==> src/rtl/vga_pkg.sv <==
// +--------------------------------------------------------------------------+
// | vga_pkg : default VGA 640x480@60 timing constants and controller states  |
// | Rev 1.0 : initial release                                                |
// +--------------------------------------------------------------------------+
`default_nettype none

package vga_pkg;

  localparam int unsigned CNT_W = 16;

  localparam int unsigned H_ACTIVE_DEF = 640;
  localparam int unsigned H_FP_DEF     = 16;
  localparam int unsigned H_SYNC_DEF   = 96;
  localparam int unsigned H_BP_DEF     = 48;
  localparam int unsigned V_ACTIVE_DEF = 480;
  localparam int unsigned V_FP_DEF     = 10;
  localparam int unsigned V_SYNC_DEF   = 2;
  localparam int unsigned V_BP_DEF     = 33;

  localparam int unsigned H_TOTAL_DEF = H_ACTIVE_DEF + H_FP_DEF + H_SYNC_DEF + H_BP_DEF;
  localparam int unsigned V_TOTAL_DEF = V_ACTIVE_DEF + V_FP_DEF + V_SYNC_DEF + V_BP_DEF;

  typedef enum logic [1:0] {
    ST_IDLE  = 2'd0,
    ST_RUN   = 2'd1,
    ST_DRAIN = 2'd2
  } vga_state_e;

endpackage

`default_nettype wire

==> src/rtl/vga_axis_counter.sv <==
// +--------------------------------------------------------------------------+
// | vga_axis_counter : enabled modulo-TOTAL counter with wrap pulse          |
// | Rev 1.0 : initial release                                                |
// +--------------------------------------------------------------------------+
`default_nettype none

module vga_axis_counter
  import vga_pkg::*;
#(
  parameter int unsigned TOTAL = H_TOTAL_DEF,
  parameter int unsigned W     = CNT_W
) (
  input  logic         clk_i,
  input  logic         rst_i,
  input  logic         en_i,
  output logic [W-1:0] count_o,
  output logic [W-1:0] next_o,
  output logic         wrap_o
);

  logic [W-1:0] count_q;
  logic [W-1:0] count_d;

  always_comb begin
    wrap_o  = en_i && (count_q == W'(TOTAL - 1));
    count_d = count_q;
    if (rst_i || wrap_o) begin
      count_d = '0;
    end else if (en_i) begin
      count_d = count_q + 1'b1;
    end
  end

  always_ff @(posedge clk_i) begin
    count_q <= count_d;
  end

  assign count_o = count_q;
  assign next_o  = count_d;

endmodule

`default_nettype wire

==> src/rtl/vga_timing_ctrl.sv <==
// +--------------------------------------------------------------------------+
// | vga_timing_ctrl : VGA sync/blanking generator with run/drain control.    |
// | Optional frame interrupt when VGA_FRAME_IRQ_EN is defined.               |
// | Rev 1.0 : initial release                                                |
// +--------------------------------------------------------------------------+
`default_nettype none

module vga_timing_ctrl
  import vga_pkg::*;
#(
  parameter int unsigned H_ACTIVE = H_ACTIVE_DEF,
  parameter int unsigned H_FP     = H_FP_DEF,
  parameter int unsigned H_SYNC   = H_SYNC_DEF,
  parameter int unsigned H_BP     = H_BP_DEF,
  parameter int unsigned V_ACTIVE = V_ACTIVE_DEF,
  parameter int unsigned V_FP     = V_FP_DEF,
  parameter int unsigned V_SYNC   = V_SYNC_DEF,
  parameter int unsigned V_BP     = V_BP_DEF
) (
  input  logic             clk_25MHz,
  input  logic             rst,
  input  logic             run,
  output logic             hsync,
  output logic             vsync,
  output logic             video_on,
  output logic [CNT_W-1:0] pixel_x,
  output logic [CNT_W-1:0] pixel_y,
  output logic             line_start,
  output logic             frame_start,
  output logic             busy
`ifdef VGA_FRAME_IRQ_EN
 ,input  logic             irq_clr,
  output logic             frame_irq
`endif
);

  localparam int unsigned H_TOTAL = H_ACTIVE + H_FP + H_SYNC + H_BP;
  localparam int unsigned V_TOTAL = V_ACTIVE + V_FP + V_SYNC + V_BP;

  localparam logic [CNT_W-1:0] C_HS_START = CNT_W'(H_ACTIVE + H_FP);
  localparam logic [CNT_W-1:0] C_HS_END   = CNT_W'(H_ACTIVE + H_FP + H_SYNC - 1);
  localparam logic [CNT_W-1:0] C_VS_START = CNT_W'(V_ACTIVE + V_FP);
  localparam logic [CNT_W-1:0] C_VS_END   = CNT_W'(V_ACTIVE + V_FP + V_SYNC - 1);
  localparam logic [CNT_W-1:0] C_H_ACT    = CNT_W'(H_ACTIVE);
  localparam logic [CNT_W-1:0] C_V_ACT    = CNT_W'(V_ACTIVE);

  vga_state_e       state_q, state_d;
  logic [CNT_W-1:0] x_q, x_d, y_q, y_d;
  logic             h_en, h_wrap, v_wrap;
  logic             active_d;
  logic             hsync_q, hsync_d, vsync_q, vsync_d, video_on_q, video_on_d;
  logic             line_start_q, line_start_d, frame_start_q, frame_start_d;

  assign h_en = (state_q != ST_IDLE);

  vga_axis_counter #(.TOTAL(H_TOTAL), .W(CNT_W)) u_h_cnt (
    .clk_i  (clk_25MHz),
    .rst_i  (rst),
    .en_i   (h_en),
    .count_o(x_q),
    .next_o (x_d),
    .wrap_o (h_wrap)
  );

  vga_axis_counter #(.TOTAL(V_TOTAL), .W(CNT_W)) u_v_cnt (
    .clk_i  (clk_25MHz),
    .rst_i  (rst),
    .en_i   (h_wrap),
    .count_o(y_q),
    .next_o (y_d),
    .wrap_o (v_wrap)
  );

  // v_wrap implies h_wrap, so it marks the last pixel of the frame.
  always_comb begin
    state_d = state_q;
    unique case (state_q)
      ST_IDLE: begin
        if (run) state_d = ST_RUN;
      end
      ST_RUN: begin
        if (!run) state_d = v_wrap ? ST_IDLE : ST_DRAIN;
      end
      ST_DRAIN: begin
        if (run)         state_d = ST_RUN;
        else if (v_wrap) state_d = ST_IDLE;
      end
      default: state_d = ST_IDLE;
    endcase
    if (rst) state_d = ST_IDLE;
  end

  // Decode from next-state counters so the registered flags line up with pixel_x/pixel_y.
  always_comb begin
    active_d      = (state_d != ST_IDLE);
    hsync_d       = !(active_d && (x_d >= C_HS_START) && (x_d <= C_HS_END));
    vsync_d       = !(active_d && (y_d >= C_VS_START) && (y_d <= C_VS_END));
    video_on_d    = active_d && (x_d < C_H_ACT) && (y_d < C_V_ACT);
    line_start_d  = active_d && (x_d == '0);
    frame_start_d = line_start_d && (y_d == '0);
  end

  always_ff @(posedge clk_25MHz) begin
    if (rst) begin
      state_q       <= ST_IDLE;
      hsync_q       <= 1'b1;
      vsync_q       <= 1'b1;
      video_on_q    <= 1'b0;
      line_start_q  <= 1'b0;
      frame_start_q <= 1'b0;
    end else begin
      state_q       <= state_d;
      hsync_q       <= hsync_d;
      vsync_q       <= vsync_d;
      video_on_q    <= video_on_d;
      line_start_q  <= line_start_d;
      frame_start_q <= frame_start_d;
    end
  end

  assign hsync       = hsync_q;
  assign vsync       = vsync_q;
  assign video_on    = video_on_q;
  assign line_start  = line_start_q;
  assign frame_start = frame_start_q;
  assign pixel_x     = x_q;
  assign pixel_y     = y_q;
  assign busy        = (state_q != ST_IDLE);

`ifdef VGA_FRAME_IRQ_EN
  logic frame_irq_q;
  logic irq_set;

  assign irq_set = h_en && (x_q == C_H_ACT - 1'b1) && (y_q == C_V_ACT - 1'b1);

  always_ff @(posedge clk_25MHz) begin
    if (rst) begin
      frame_irq_q <= 1'b0;
    end else begin
      frame_irq_q <= irq_set || (frame_irq_q && !irq_clr);
    end
  end

  assign frame_irq = frame_irq_q;
`endif

endmodule

`default_nettype wire

==> config.mk <==
export PLATFORM = sky130hd
export DESIGN_NAME = vga_timing_ctrl
export DESIGN_NICKNAME = d
export VERILOG_FILES = /design/src/rtl/vga_pkg.sv /design/src/rtl/vga_axis_counter.sv /design/src/rtl/vga_timing_ctrl.sv
export SDC_FILE = /design/constraint.sdc
export NUM_CORES = 1
export LEC_CHECK = 0
export ABC_AREA = 1
export CORE_MARGIN = 2
export CORE_UTILIZATION = 45
export CTS_BUF_LIST = sky130_fd_sc_hd__clkbuf_16
export CTS_CLUSTER_DIAMETER = 200
export DETAILED_ROUTE_END_ITERATION = 7
export PLACE_DENSITY = 0.69
export SETUP_SLACK_MARGIN = 0.1
export SYNTH_ARGS = -nofsm -noshare
export SYNTH_HDL_FRONTEND = slang
export SYNTH_SLANG_ARGS = --single-unit
==> constraint.sdc <==
create_clock -name clk_25MHz -period 1.8 [get_ports clk_25MHz]
set_clock_uncertainty 0.05 [all_clocks]
set_input_delay 0.36 -clock clk_25MHz [delete_from_list [all_inputs] [get_ports clk_25MHz]]
set_output_delay 0.36 -clock clk_25MHz [all_outputs]
set_load 0.01 [all_outputs]
# ---- After elaboration in Yosys (flattened, before gate mapping)
# Index checks and enable logic that the tools add are counted.
dict set report op_classes {
  eq_ne 4
  n_reduce_logical 19
  muxes 11
  n_lt_le_gt_ge 6
  n_addsub 2
}
# operator n
set op_table {}
lappend op_table {{$mux 16} 4}
lappend op_table {{$add 16x1->16 const B} 2}
lappend op_table {{$eq 16x10->1 const B} 2}
lappend op_table {{$logic_not 16->1} 2}
lappend op_table {{$ge 16x10->1 const B} 1}
lappend op_table {{$ge 16x9->1 const B} 1}
lappend op_table {{$le 16x10->1 const B} 1}
lappend op_table {{$le 16x9->1 const B} 1}
lappend op_table {{$lt 16x10->1 const B} 1}
lappend op_table {{$lt 16x9->1 const B} 1}
lappend op_table {{$mux 2} 6}
lappend op_table {{$logic_and 1x1->1} 10}
lappend op_table {{$pmux 2 s3} 1}
lappend op_table {{$reduce_bool 2->1} 2}
lappend op_table {{$eq 2x1->1 const B} 1}
lappend op_table {{$eq 2x2->1 const B} 1}
lappend op_table {{$logic_not 1->1} 2}
lappend op_table {{$logic_not 2->1} 1}
lappend op_table {{$logic_or 1x1->1} 2}
dict set report totals {
  wordCells 50
  reg_bits 39
  output_inout_bits 38
}

# ---- Logic depth before layout (Yosys ltp)
# Gate-level depths: netlist (run 1).
dict set report logic_depth {
  word_depth 11
  mapped_depth 15
}

# ---- Modules after synthesis
# From an unflattened synthesis (run 1), not the netlist that was laid out.
dict set report hier_totals {
  cells_unflattened 363
  area_unflattened_um2 2302.2
}
# module area_per_inst_um2 cells_per_inst n_inst
set by_module_without_submodules {}
lappend by_module_without_submodules {{vga_axis_counter (u_v_cnt)} 910.9 138 1}
lappend by_module_without_submodules {{vga_axis_counter (u_h_cnt)} 898.4 135 1}
lappend by_module_without_submodules {vga_timing_ctrl 493.0 90 1}

# ---- Worst setup path before layout (run 1)
# No wires, ideal clock.
dict set report synth_timing {
  path_kind {flip-flop to flip-flop}
  from {register u_h_cnt.count_q[0], in the netlist u_h_cnt.count_o[0]}
  to {register video_on_q, in the netlist video_on}
  path_stages_with_launch 14
  arrival_ps 1718
  period_less_slack_ps 1881
  path_slack_ps -81
  setup_ps 113
  path_cell_list {dfxtp_1 > ha_1 > nand3_1 > nor2_4 > buf_6 > inv_1 > nor2_2 > nand3_1 > nand3_1 > nand2_1 > nor2_1 > nand2_1 > nor2_1 > nor2_1}
}
dict set report synth_via {
  elab_chain_len 10
}
# element line
set synth_lines {}
lappend synth_lines {{start, declared} vga_axis_counter.sv:21} ;# logic [W-1:0] count_q;
lappend synth_lines {{start signal, assigned} vga_axis_counter.sv:35} ;# count_q <= count_d;
lappend synth_lines {{parallel branches: the longest is 9 deep, another holds $add 16x1->16} -}
lappend synth_lines {{$logic_and 1x1->1 *} vga_timing_ctrl.sv:98} ;# video_on_d = active_d && (x_d < C_H_ACT) && (y_d < C_V_ACT);
lappend synth_lines {{end signal, assigned} vga_timing_ctrl.sv:115} ;# video_on_q <= video_on_d;
lappend synth_lines {{end, declared} vga_timing_ctrl.sv:51} ;# logic hsync_q, hsync_d, vsync_q, vsync_d, video_on_q, video_on_d;
# Every way passes the cells marked *.
# A chain may end at the register's enable or synchronous reset.

# ---- Final worst setup path (run 1)
dict set report layout_timing {
  from {register u_h_cnt.count_q[1], in the netlist u_h_cnt.count_o[1]}
  to {register hsync_q, in the netlist hsync}
}
dict set report layout_via {
  elab_chain_len 11
}
# element line
set layout_lines {}
lappend layout_lines {{parallel branches: the longest is 9 deep, another holds $add 16x1->16} -}
lappend layout_lines {{$logic_and 1x1->1 *} vga_timing_ctrl.sv:96} ;# hsync_d = !(active_d && (x_d >= C_HS_START) && (x_d <= C_HS_END));
lappend layout_lines {{$logic_not 1->1 *} vga_timing_ctrl.sv:96}
lappend layout_lines {{end signal, assigned} vga_timing_ctrl.sv:113} ;# hsync_q <= hsync_d;
lappend layout_lines {{end, declared} vga_timing_ctrl.sv:51}
# Marks and branches as above.

==> impl_metrics.py, run 1 <==
metrics = {
    "outcome": {
        "outcome": "finished, violations left",
        "violations": "negative setup slack",
    },
    "timing": {
        "slew_headroom_pct": 76.95,
        "tightestPinTransition_ps": 344.2,
        "hold_violations": 0,
        "finalSetupViolCount": 4,
        "finalCritPeriodShare_pct": 109.3,
        "rsz0062_at_grt": "true",
        "worst_hold_slack_ps": 471.8,
        "finalMaxSlewViolations": 0,
        "fin_ws_ps": -167.9,
        "fmax_mhz": 508.2,
        "layout_min_cycle_time_ps": 1968,
    },
    "place": {
        "pre_cts_ws_ps": -265.6,
        "place_congestion": 0.8838,
        "numPortBuffers": 40,
        "dpl_cell_area_sq_mm": 0.003760,
        "dpl.hpwl_um": 5992,
    },
    "cells_and_area": {
        "layout.nets": 571,
        "n_fill_cell": 415,
        "fin_area_sq_mm": 0.004250,
        "layout-drive-gt1-share_pct": 36.22,
        "synthToLayoutAreaGrowth_pct": 61.22,
        "antenna_cells": 0,
    },
    "setup_path": {
        "end_kind": "flop",
        "cp-start-kind": "flop",
        "slowest_stage": "dfxtp_4",
        "path_delay_family": "simple AND/OR/NAND/NOR gates",
        "worstPathRequired_ps": 1910,
        "crit_arrival_ps": 2080,
        "crit-reg2reg-launch": "u_h_cnt.count_o[1]",
        "cpPeakStageDelay_ps": 360,
        "path_buf_inv": 3,
        "crit_fanout": 4,
        "critPathKind": "flop to flop",
        "rrSetupSlack_ps": -170,
        "path_cells": "ha_4 -> nand3_4 -> nor2_4 -> buf_4 -> buf_4 -> xor2_4 -> nand3_2 -> nand3_2 -> buf_4 -> nand2_1 -> nand2_1 -> nand3b_1",
        "r2r_cells": 12,
        "rr_endpoint": "hsync",
        "cpMostUsedCell": "buf_4",
    },
    "power_and_ir_drop": {
        "power_density_mw_per_mm2": 474.9,
        "total_power_mw": 2.018,
        "switching_share_pct": 23.00,
        "vdd_drop_max_v": 0.0004339,
        "p_comb_share_pct": 8.9,
        "p_clk_share_pct": 47.4,
        "p_seq_share_pct": 43.8,
        "power_switching_mw": 0.4642,
        "p_leak_nw": 2.228,
        "intPower_mw": 1.554,
    },
    "synth": {
        "synth_area_per_cell_sq_um": 6.131,
        "synth-main-ff-cell": "dfxtp_1",
        "syn_inst": 430,
        "yosys-top-cells-area": "dfxtp_1, nand2_1, inv_1",
        "synth_top_cell_area_share_pct": 29.62,
        "synthArstFlopShare_pct": 0,
        "synth-edff-count": 0,
        "synth_fa_ha_area_share_pct": 1.424,
        "ys_types": 29,
        "synthMuxAreaShare_pct": 0,
        "synth_nets": 436,
        "synth-compound-area-share_pct": 4.082,
        "ys_seq_elements": 39,
        "synth_area_sq_mm": 0.002636,
        "yosysWarnings": 0,
        "ys_seq_area_share_pct": 29.62,
        "yosysMostFrequentCell": "nand2_1",
        "synth_xor_area_share_pct": 4.319,
        "synth_top_family_by_area": "simple AND/OR/NAND/NOR gates",
        "yosysTopAreaCell": "dfxtp_1",
        "synthSimpleGateAreaFrac_pct": 49.74,
        "synth_common_cells": "nand2_1, inv_1, nor2_1",
    },
    "global_route": {
        "grt-ovfl-total": 0,
        "grt_pass1_vias": 3118,
        "antenna_found_initial": 0,
        "grt_start_max_net_pins": 17,
        "grt_pass1_wl_um": 13600,
        "track_usage_pct": 26.68,
    },
    "route": {
        "dr.pass1.iters": 4,
        "postRouteAntennaNets": 0,
        "drcViolationCount": 0,
        "drt_iter0_markers": 151,
        "detail_route.vias_per_cell": 5.047,
        "vias": 3220,
        "finalWirelength_um": 8518,
        "wl_per_cell_um": 13.35,
    },
    "clock_network": {
        "cts_sinks": 39,
        "h-tree-depth": 2,
        "cts_buffers": 5,
        "clk_latency_ps": 280,
        "clockRootBuffer": "clkbuf_16",
        "clock_path_buffers": 2,
        "cts_hold_buf": 0,
        "clk_pin_slew_ps": 60,
        "cts_tree": "yes",
    },
    "worst_hold_path": {
        "worstHoldStart": "u_h_cnt.count_o[14]",
        "hold_path_class": "flop to flop",
        "hold_end": "u_h_cnt.count_o[14]",
        "whs_path_depth": 2,
    },
    "floorplanning": {
        "die_h_um": 80.54,
        "std_cell_rows": 27,
        "initial_core_util_pct": 47.30,
        "io_pins": 41,
        "die_w_um": 80.54,
        "die-area_sq_mm": 0.006487,
        "fp.coreArea_sq_mm": 0.005574,
    },
    "run": {
        "cap_violations": 0,
    },
}
-- per-layer routing --
| metal | GRT usage, % | routed length (um) | vias up | share of wire [%] |
|---|---|---|---|---|
| met1 | 30.15 | 3499 | 1470 | 41 |
| met2 | 49.75 | 4371 | 118 | 51 |
| met4 | 10.68 | 277 | 0 | 3.3 |
| met3 | 3.820 | 369 | 29 | 4.3 |
| met5 | 0 | 0 | - | 0 |
| li1 | - | - | 1603 | - |
-- registers in the layout, indices dropped and copies added, names as in the netlist --
signal / count
frame_start: 1
hsync: 1
line_start: 1
state_q: 2
u_h_cnt.count_o: 16
u_v_cnt.count_o: 16
video_on: 1
vsync: 1
-- cell type report --
cell class / instances / area [sq um] / share of cell area [%]
timing repair buffer: 132 / 1121 / 26.38
tap: 72 / 90.09 / 2.120
sequential: 39 / 840.8 / 19.78
inverter: 66 / 252.7 / 5.946
clock inverter: 2 / 13.76 / 0.3238
clock buffer: 6 / 150.1 / 3.533
multi-input combinational: 321 / 1782 / 41.92
-- cells in the final DEF, fill, tap and decap left out, types with 15 or more instances in the layout --
cell type        Yosys  routed
nor2_1              60      51
nand2_2              6      17
buf_4                1      88
nand4_1             15      15
clkdlybuf4s50_1      0      21
inv_1               61      58
nand2_1            150     137
dfxtp_2              0      21
nand3_1             32      23
-- power groups by stage --
stage / clock network (mW) / logic (mW) / registers [mW]
6_report: 0.956 / 0.179 / 0.883
5_1_grt: 1.00 / 0.194 / 0.884
4_1_cts: 0.976 / 0.171 / 0.883
3_5_place_dp: 0 / 0.157 / 0.912
3_3_place_gp: 0 / 0.154 / 0.911
2_1_floorplan: 0 / 0.0747 / 0.916
-- how the worst max path moves through the flow --
stage,from,to,slack (ps),cells after the start
4_1_cts,u_h_cnt.count_o[8],frame_start,-70,15
3_5_place_dp,rst,video_on,-270,10
5_1_grt,u_h_cnt.count_o[0],video_on,-250,14
6_report,u_h_cnt.count_o[1],hsync,-170,12
2_1_floorplan,u_h_cnt.count_o[1],frame_start,90,12
3_3_place_gp,rst,frame_start,-200,10
-- timing repair --
| item | 4_1_cts | 5_1_grt |
|---|---|---|
| pin swaps | 19 | 20 |
| setup endpoints to repair | 28 | 35 |
| cloned | 0 | 0 |
| resized for setup | 58 | 47 |
| buffers inserted | 7 | 5 |
-- worst reg2reg max path, cell delays in order, from the launching register on --
cell      delay [ps]
dfxtp_4          360
ha_4             150
nand3_4           90
nor2_4           220
buf_4            150
buf_4            120
xor2_4           170
nand3_2          110
nand3_2          100
buf_4            110
nand2_1           40
nand2_1           90
nand3b_1          90
-- stage by stage --
stage | std cells | TNS [ps] | util [%]
finish | 638 | -549.5 | 76.25
global route | 638 | -1015 | 76.25
CTS | 633 | -209.0 | 72.91
detailed placement | 618 | -1082 | 67.45
global placement | 618 | -792.4 | 67.45
floorplan | 430 | 0 | -
-- cells by family (layout without fill, tap and decap cells) --
kind of cell	Yosys count	after routing
AOI/OAI and AO/OA	19	19
xor gates and xnor gates	13	13
adders and majority gates	3	3
buffers and inverters	70	206
DFF	39	39
and+or+nand+nor	286	286
No activity file was read; power rests on OpenSTA's default activity.
==> run 2, diff against run 1 <==
Settings changed: PLACE_DENSITY 0.69 to 0.67.
Clock period 1.8 ns to 2.07 ns, I/O delays scaled along.
==> run 2 against run 1 <==
Net effect:
- clock power fell by 24%
- worst setup slack improved by 380 ps
- clock-buffer cell count fell by 1
- non-clock buffer count fell by 62
- the run now ends clean
- design area fell by 13%
==> impl_metrics.py, run 2 (same netlist as run 1, synthesis figures left out) <==
metrics = {
    "outcome": {
        "outcome": "finished, final reports clean",
    },
    "global_route": {
        "grt_pass1_wl_um": 11550,
        "grt_pass1_vias": 2569,
        "grt-ovfl-total": 0,
        "grt_start_max_net_pins": 18,
        "antenna_found_initial": 0,
        "track_usage_pct": 22.77,
    },
    "setup_path": {
        "cp-start-kind": "flop",
        "rrSetupSlack_ps": 210,
        "r2r_cells": 12,
        "crit_arrival_ps": 2030,
        "worstPathRequired_ps": 2230,
        "critPathKind": "flop to flop",
        "crit-reg2reg-launch": "u_h_cnt.count_o[1]",
        "crit_fanout": 5,
        "rr_endpoint": "frame_start",
        "end_kind": "flop",
    },
    "worst_hold_path": {
        "hold_end": "u_h_cnt.count_o[13]",
        "hold_path_class": "flop to flop",
        "whs_path_depth": 2,
        "worstHoldStart": "u_h_cnt.count_o[13]",
    },
    "clock_network": {
        "clockRootBuffer": "clkbuf_16",
        "h-tree-depth": 2,
        "cts_tree": "yes",
        "clk_latency_ps": 280,
        "clock_path_buffers": 2,
        "cts_sinks": 39,
        "cts_buffers": 5,
        "clk_pin_slew_ps": 60,
    },
    "place": {
        "dpl.hpwl_um": 5388,
        "dpl_cell_area_sq_mm": 0.003277,
        "pre_cts_ws_ps": -40.41,
        "numPortBuffers": 40,
        "post-place-cells": 561,
        "place_congestion": 0.8883,
    },
    "power_and_ir_drop": {
        "power_density_mw_per_mm2": 447.6,
        "vdd_drop_max_v": 0.0003934,
        "p_leak_nw": 1.748,
        "total_power_mw": 1.651,
    },
    "route": {
        "detail_route.vias_per_cell": 4.910,
        "drcViolationCount": 0,
        "dr.pass1.iters": 4,
        "wl_per_cell_um": 12.44,
        "postRouteAntennaNets": 0,
        "vias": 2828,
        "drt_iter0_markers": 122,
        "finalWirelength_um": 7165,
    },
    "timing": {
        "fmax_mhz": 537.0,
        "worst_hold_slack_ps": 471.3,
        "hold_violations": 0,
        "tightestPinTransition_ps": 305.3,
        "fin_ws_ps": 207.9,
        "finalCritPeriodShare_pct": 89.96,
        "rsz0062_at_grt": "true",
        "final.setup.tns_ps": 0,
        "finalMaxSlewViolations": 0,
        "slew_headroom_pct": 79.56,
        "finalSetupViolCount": 0,
        "layout_min_cycle_time_ps": 1862,
    },
    "cells_and_area": {
        "synthToLayoutAreaGrowth_pct": 39.87,
        "regArea_sq_um": 810.8,
        "final_cell_mix": "nand2_1, inv_1, nor2_1",
        "n_fill_cell": 521,
        "fin_area_sq_mm": 0.003687,
        "layout-drive-gt1-share_pct": 23.81,
        "finalNonFillerCells": 576,
        "utilization_pct": 66.15,
        "multi_input_comb_area_sq_mm": 0.001738,
        "layout.nets": 509,
        "final_common_cell": "nand2_1",
        "antenna_cells": 0,
    },
    "floorplanning": {
        "die-area_sq_mm": 0.006487,
        "die_w_um": 80.54,
        "fp.coreArea_sq_mm": 0.005574,
        "std_cell_rows": 27,
        "initial_core_util_pct": 47.30,
        "io_pins": 41,
        "die_h_um": 80.54,
    },
    "run": {
        "cap_violations": 0,
    },
}
## run 2: changes by cell type in the layout (fill, tap and decap cells not counted), sizes merged, moves of 2 or more
cell	previous run	this run
buf	93	30
clkdlybuf4s50	21	39
dlygate4sd2	10	0
dlymetal6s2s	7	1
inv	66	68
## run 2: power breakdown
part / switching (mW) / total, mW / internal, mW
clock network: 0.293 / 0.728 / 0.435
registers: 0.0120 / 0.774 / 0.762
logic: 0.0763 / 0.149 / 0.0727
total: 0.381 / 1.65 / 1.27
## run 2: how the worst max path moves through the flow
stage	from	to	slack (ps)	depth (start not counted)
floorplan	u_h_cnt.count_o[0]	video_on	190	13
global placement	u_h_cnt.count_o[0]	video_on	-40	12
detailed placement	u_h_cnt.count_o[0]	video_on	-40	12
CTS	u_v_cnt.count_o[0]	video_on	80	12
global route	u_h_cnt.count_o[1]	video_on	40	12
finish	u_h_cnt.count_o[1]	frame_start	210	12
## run 2: metal layers
metal | wire length, um | track usage [%] | vias up
li1 | - | - | 1479
met1 | 3129 | 28.09 | 1262
met2 | 3637 | 40.58 | 76
met3 | 263 | 2.472 | 11
met4 | 135 | 8.305 | 0
met5 | 0 | 0 | -
## run 2: layout make-up
cell class / count / share of cell area, %
Timing Repair Buffer: 70 / 17.78
Clock buffer: 5 / 3.393
Sequential cell: 39 / 21.99
Tap cell: 72 / 2.443
Clock inverter: 3 / 0.3393
Multi-Input combinational cell: 321 / 47.13
Inverter: 66 / 6.922
## run 2: worst max-delay path: stages (launching register included)
cell     delay (ps)
dfxtp_2         350
ha_4            150
nand3_4          90
nor2_4          170
buf_4           160
nand4_1          70
nand2_1          90
nand2_1          70
o21ai_2         190
nand3_2         130
nor2_4          130
nand2_1          60
nor2_1           80
## run 2: what timing repair did
| action | in CTS | in global routing |
|---|---|---|
| pin swaps | 6 | 16 |
| gates resized for setup | 9 | 66 |
| endpoints found under the setup margin | 6 | 6 |
| buffers inserted | 2 | 5 |
| hold buffers | 0 | 0 |
==> run 3, diff against run 2 <==
Settings changed: CTS_CLUSTER_SIZE set to 14.
Clock period 2.07 ns to 2 ns, I/O delays scaled along.
==> run 3 against run 2 <==
Net effect:
- wire length up 10%
- design area is 8.4% higher
- sequential share of layout area shrank 1.7 points
- worst setup slack worse by 94 ps
- critical endpoint is now busy
==> impl_metrics.py, run 3 (same netlist as run 1, synthesis figures left out) <==
metrics = {
    "route": {
        "drt_iter0_markers": 151,
        "dr.pass1.iters": 5,
        "vias": 2951,
        "postRouteAntennaNets": 0,
        "finalWirelength_um": 7894,
        "wl_per_cell_um": 13.24,
        "drcViolationCount": 0,
        "detail_route.vias_per_cell": 4.951,
    },
    "global_route": {
        "grt_pass1_vias": 2621,
        "grt_start_max_net_pins": 15,
        "grt-ovfl-total": 0,
        "track_usage_pct": 24.15,
        "grt_pass1_wl_um": 12140,
        "antenna_found_initial": 0,
    },
    "clock_network": {
        "clock_path_buffers": 2,
        "h-tree-depth": 2,
        "cts_hold_buf": 0,
        "clk_pin_slew_ps": 60,
        "cts_sinks": 39,
        "clk_latency_ps": 280,
        "cts_buffers": 5,
        "cts_tree": "yes",
        "clockRootBuffer": "clkbuf_16",
    },
    "floorplanning": {
        "io_pins": 41,
        "die_w_um": 80.54,
        "die-area_sq_mm": 0.006487,
        "std_cell_rows": 27,
        "fp.coreArea_sq_mm": 0.005574,
        "initial_core_util_pct": 47.30,
        "die_h_um": 80.54,
    },
    "worst_hold_path": {
        "hold_path_class": "flop to flop",
    },
    "power_and_ir_drop": {
        "vdd_drop_max_v": 0.0006140,
        "power_density_mw_per_mm2": 433.8,
        "total_power_mw": 1.734,
        "p_leak_nw": 1.874,
    },
    "cells_and_area": {
        "finalNonFillerCells": 596,
        "final_common_cell": "nand2_1",
        "antenna_cells": 0,
        "final_cell_mix": "nand2_1, inv_1, nor2_1",
        "synthToLayoutAreaGrowth_pct": 51.59,
        "utilization_pct": 71.69,
        "n_fill_cell": 466,
        "layout-drive-gt1-share_pct": 32.06,
        "layout.nets": 529,
    },
    "timing": {
        "slew_headroom_pct": 79.70,
        "hold_violations": 0,
        "finalMaxSlewViolations": 0,
        "tightestPinTransition_ps": 303.2,
        "finalCritPeriodShare_pct": 94.29,
        "fmax_mhz": 530.3,
        "rsz0062_at_grt": "true",
        "final.setup.tns_ps": 0,
        "finalSetupViolCount": 0,
        "layout_min_cycle_time_ps": 1886,
    },
    "setup_path": {
        "end_kind": "output port",
        "rrSetupSlack_ps": 140,
        "critPathKind": "flop to output port",
        "crit_arrival_ps": 1440,
        "crit_fanout": 9,
        "worstPathRequired_ps": 1550,
        "cp-start-kind": "flop",
    },
    "place": {
        "numPortBuffers": 40,
        "post-place-cells": 573,
        "dpl.hpwl_um": 5566,
        "place_congestion": 0.8807,
    },
    "run": {
        "cap_violations": 0,
    },
    "outcome": {
        "outcome": "finished, final reports clean",
    },
}
## run 3: changes by cell type in the layout (fill, tap and decap cells not counted), moves of 4 or more
cell,delta
buf_4,+15
nand2_1,-12
nand2_2,+10
nand3_1,-4
nor2_1,-6
nor2_4,+4
## run 3: layout make-up
| cell class | count | area (sq um) | area share, % |
|---|---|---|---|
| Clock inverter | 3 | 12.51 | 0.3131 |
| Clock buffer | 5 | 125.1 | 3.131 |
| Sequential cell | 39 | 809.5 | 20.26 |
| Inverter | 66 | 262.8 | 6.575 |
| Multi-Input combinational cell | 322 | 1892 | 47.34 |
| Timing Repair Buffer | 89 | 804.5 | 20.13 |
| Tap cell | 72 | 90.09 | 2.254 |
## run 3: repair_timing
item | 4_1_cts | 5_1_grt
buffers inserted | 2 | 11
setup endpoints to repair | 6 | 6
pin swaps | 6 | 41
resized for setup | 22 | 98
cloned | 1 | 1
## run 3: worst paths after layout
kind / start / to / cells past startpoint
setup / recovery: state_q[1] / busy / 3
hold / removal: u_h_cnt.count_o[13] / u_h_cnt.count_o[13] / 2
setup reg to reg: u_h_cnt.count_o[1] / frame_start / 12
hold reg to reg: u_h_cnt.count_o[13] / u_h_cnt.count_o[13] / 2
## run 3: per-layer routing
| layer | GRT usage, % | vias to the layer above | wire [um] |
|---|---|---|---|
| met3 | 3.258 | 11 | 329 |
| li1 | - | 1520 | - |
| met1 | 28.13 | 1337 | 3293 |
| met4 | 7.627 | 0 | 144 |
| met2 | 45.17 | 83 | 4127 |
| met5 | 0 | - | 0 |
## run 3: report_power, final
part | internal [mW] | switching, mW | leakage, nW
Sequential | 0.790 | 0.0126 | 0.326
Clock | 0.451 | 0.311 | 0.0762
Combinational | 0.0823 | 0.0873 | 1.47
## run 3: critical path, stage by stage (launching register included)
cell and delay (ps):
dfxtp_2 350, nor2_8 210, inv_4 110, clkdlybuf4s50_1 490
## run 3: stage by stage
stage / setup WS, ps / hold WS (ps) / cell area, sq um
floorplan: 119.5 / 422.4 / 2636
global route: 13.90 / 495.3 / 3996
CTS: 100.9 / 478.8 / 3597
finish: 114.1 / 470.7 / 3996
global placement: -70.95 / 459.6 / 3367
detailed placement: -159.1 / 470.3 / 3367
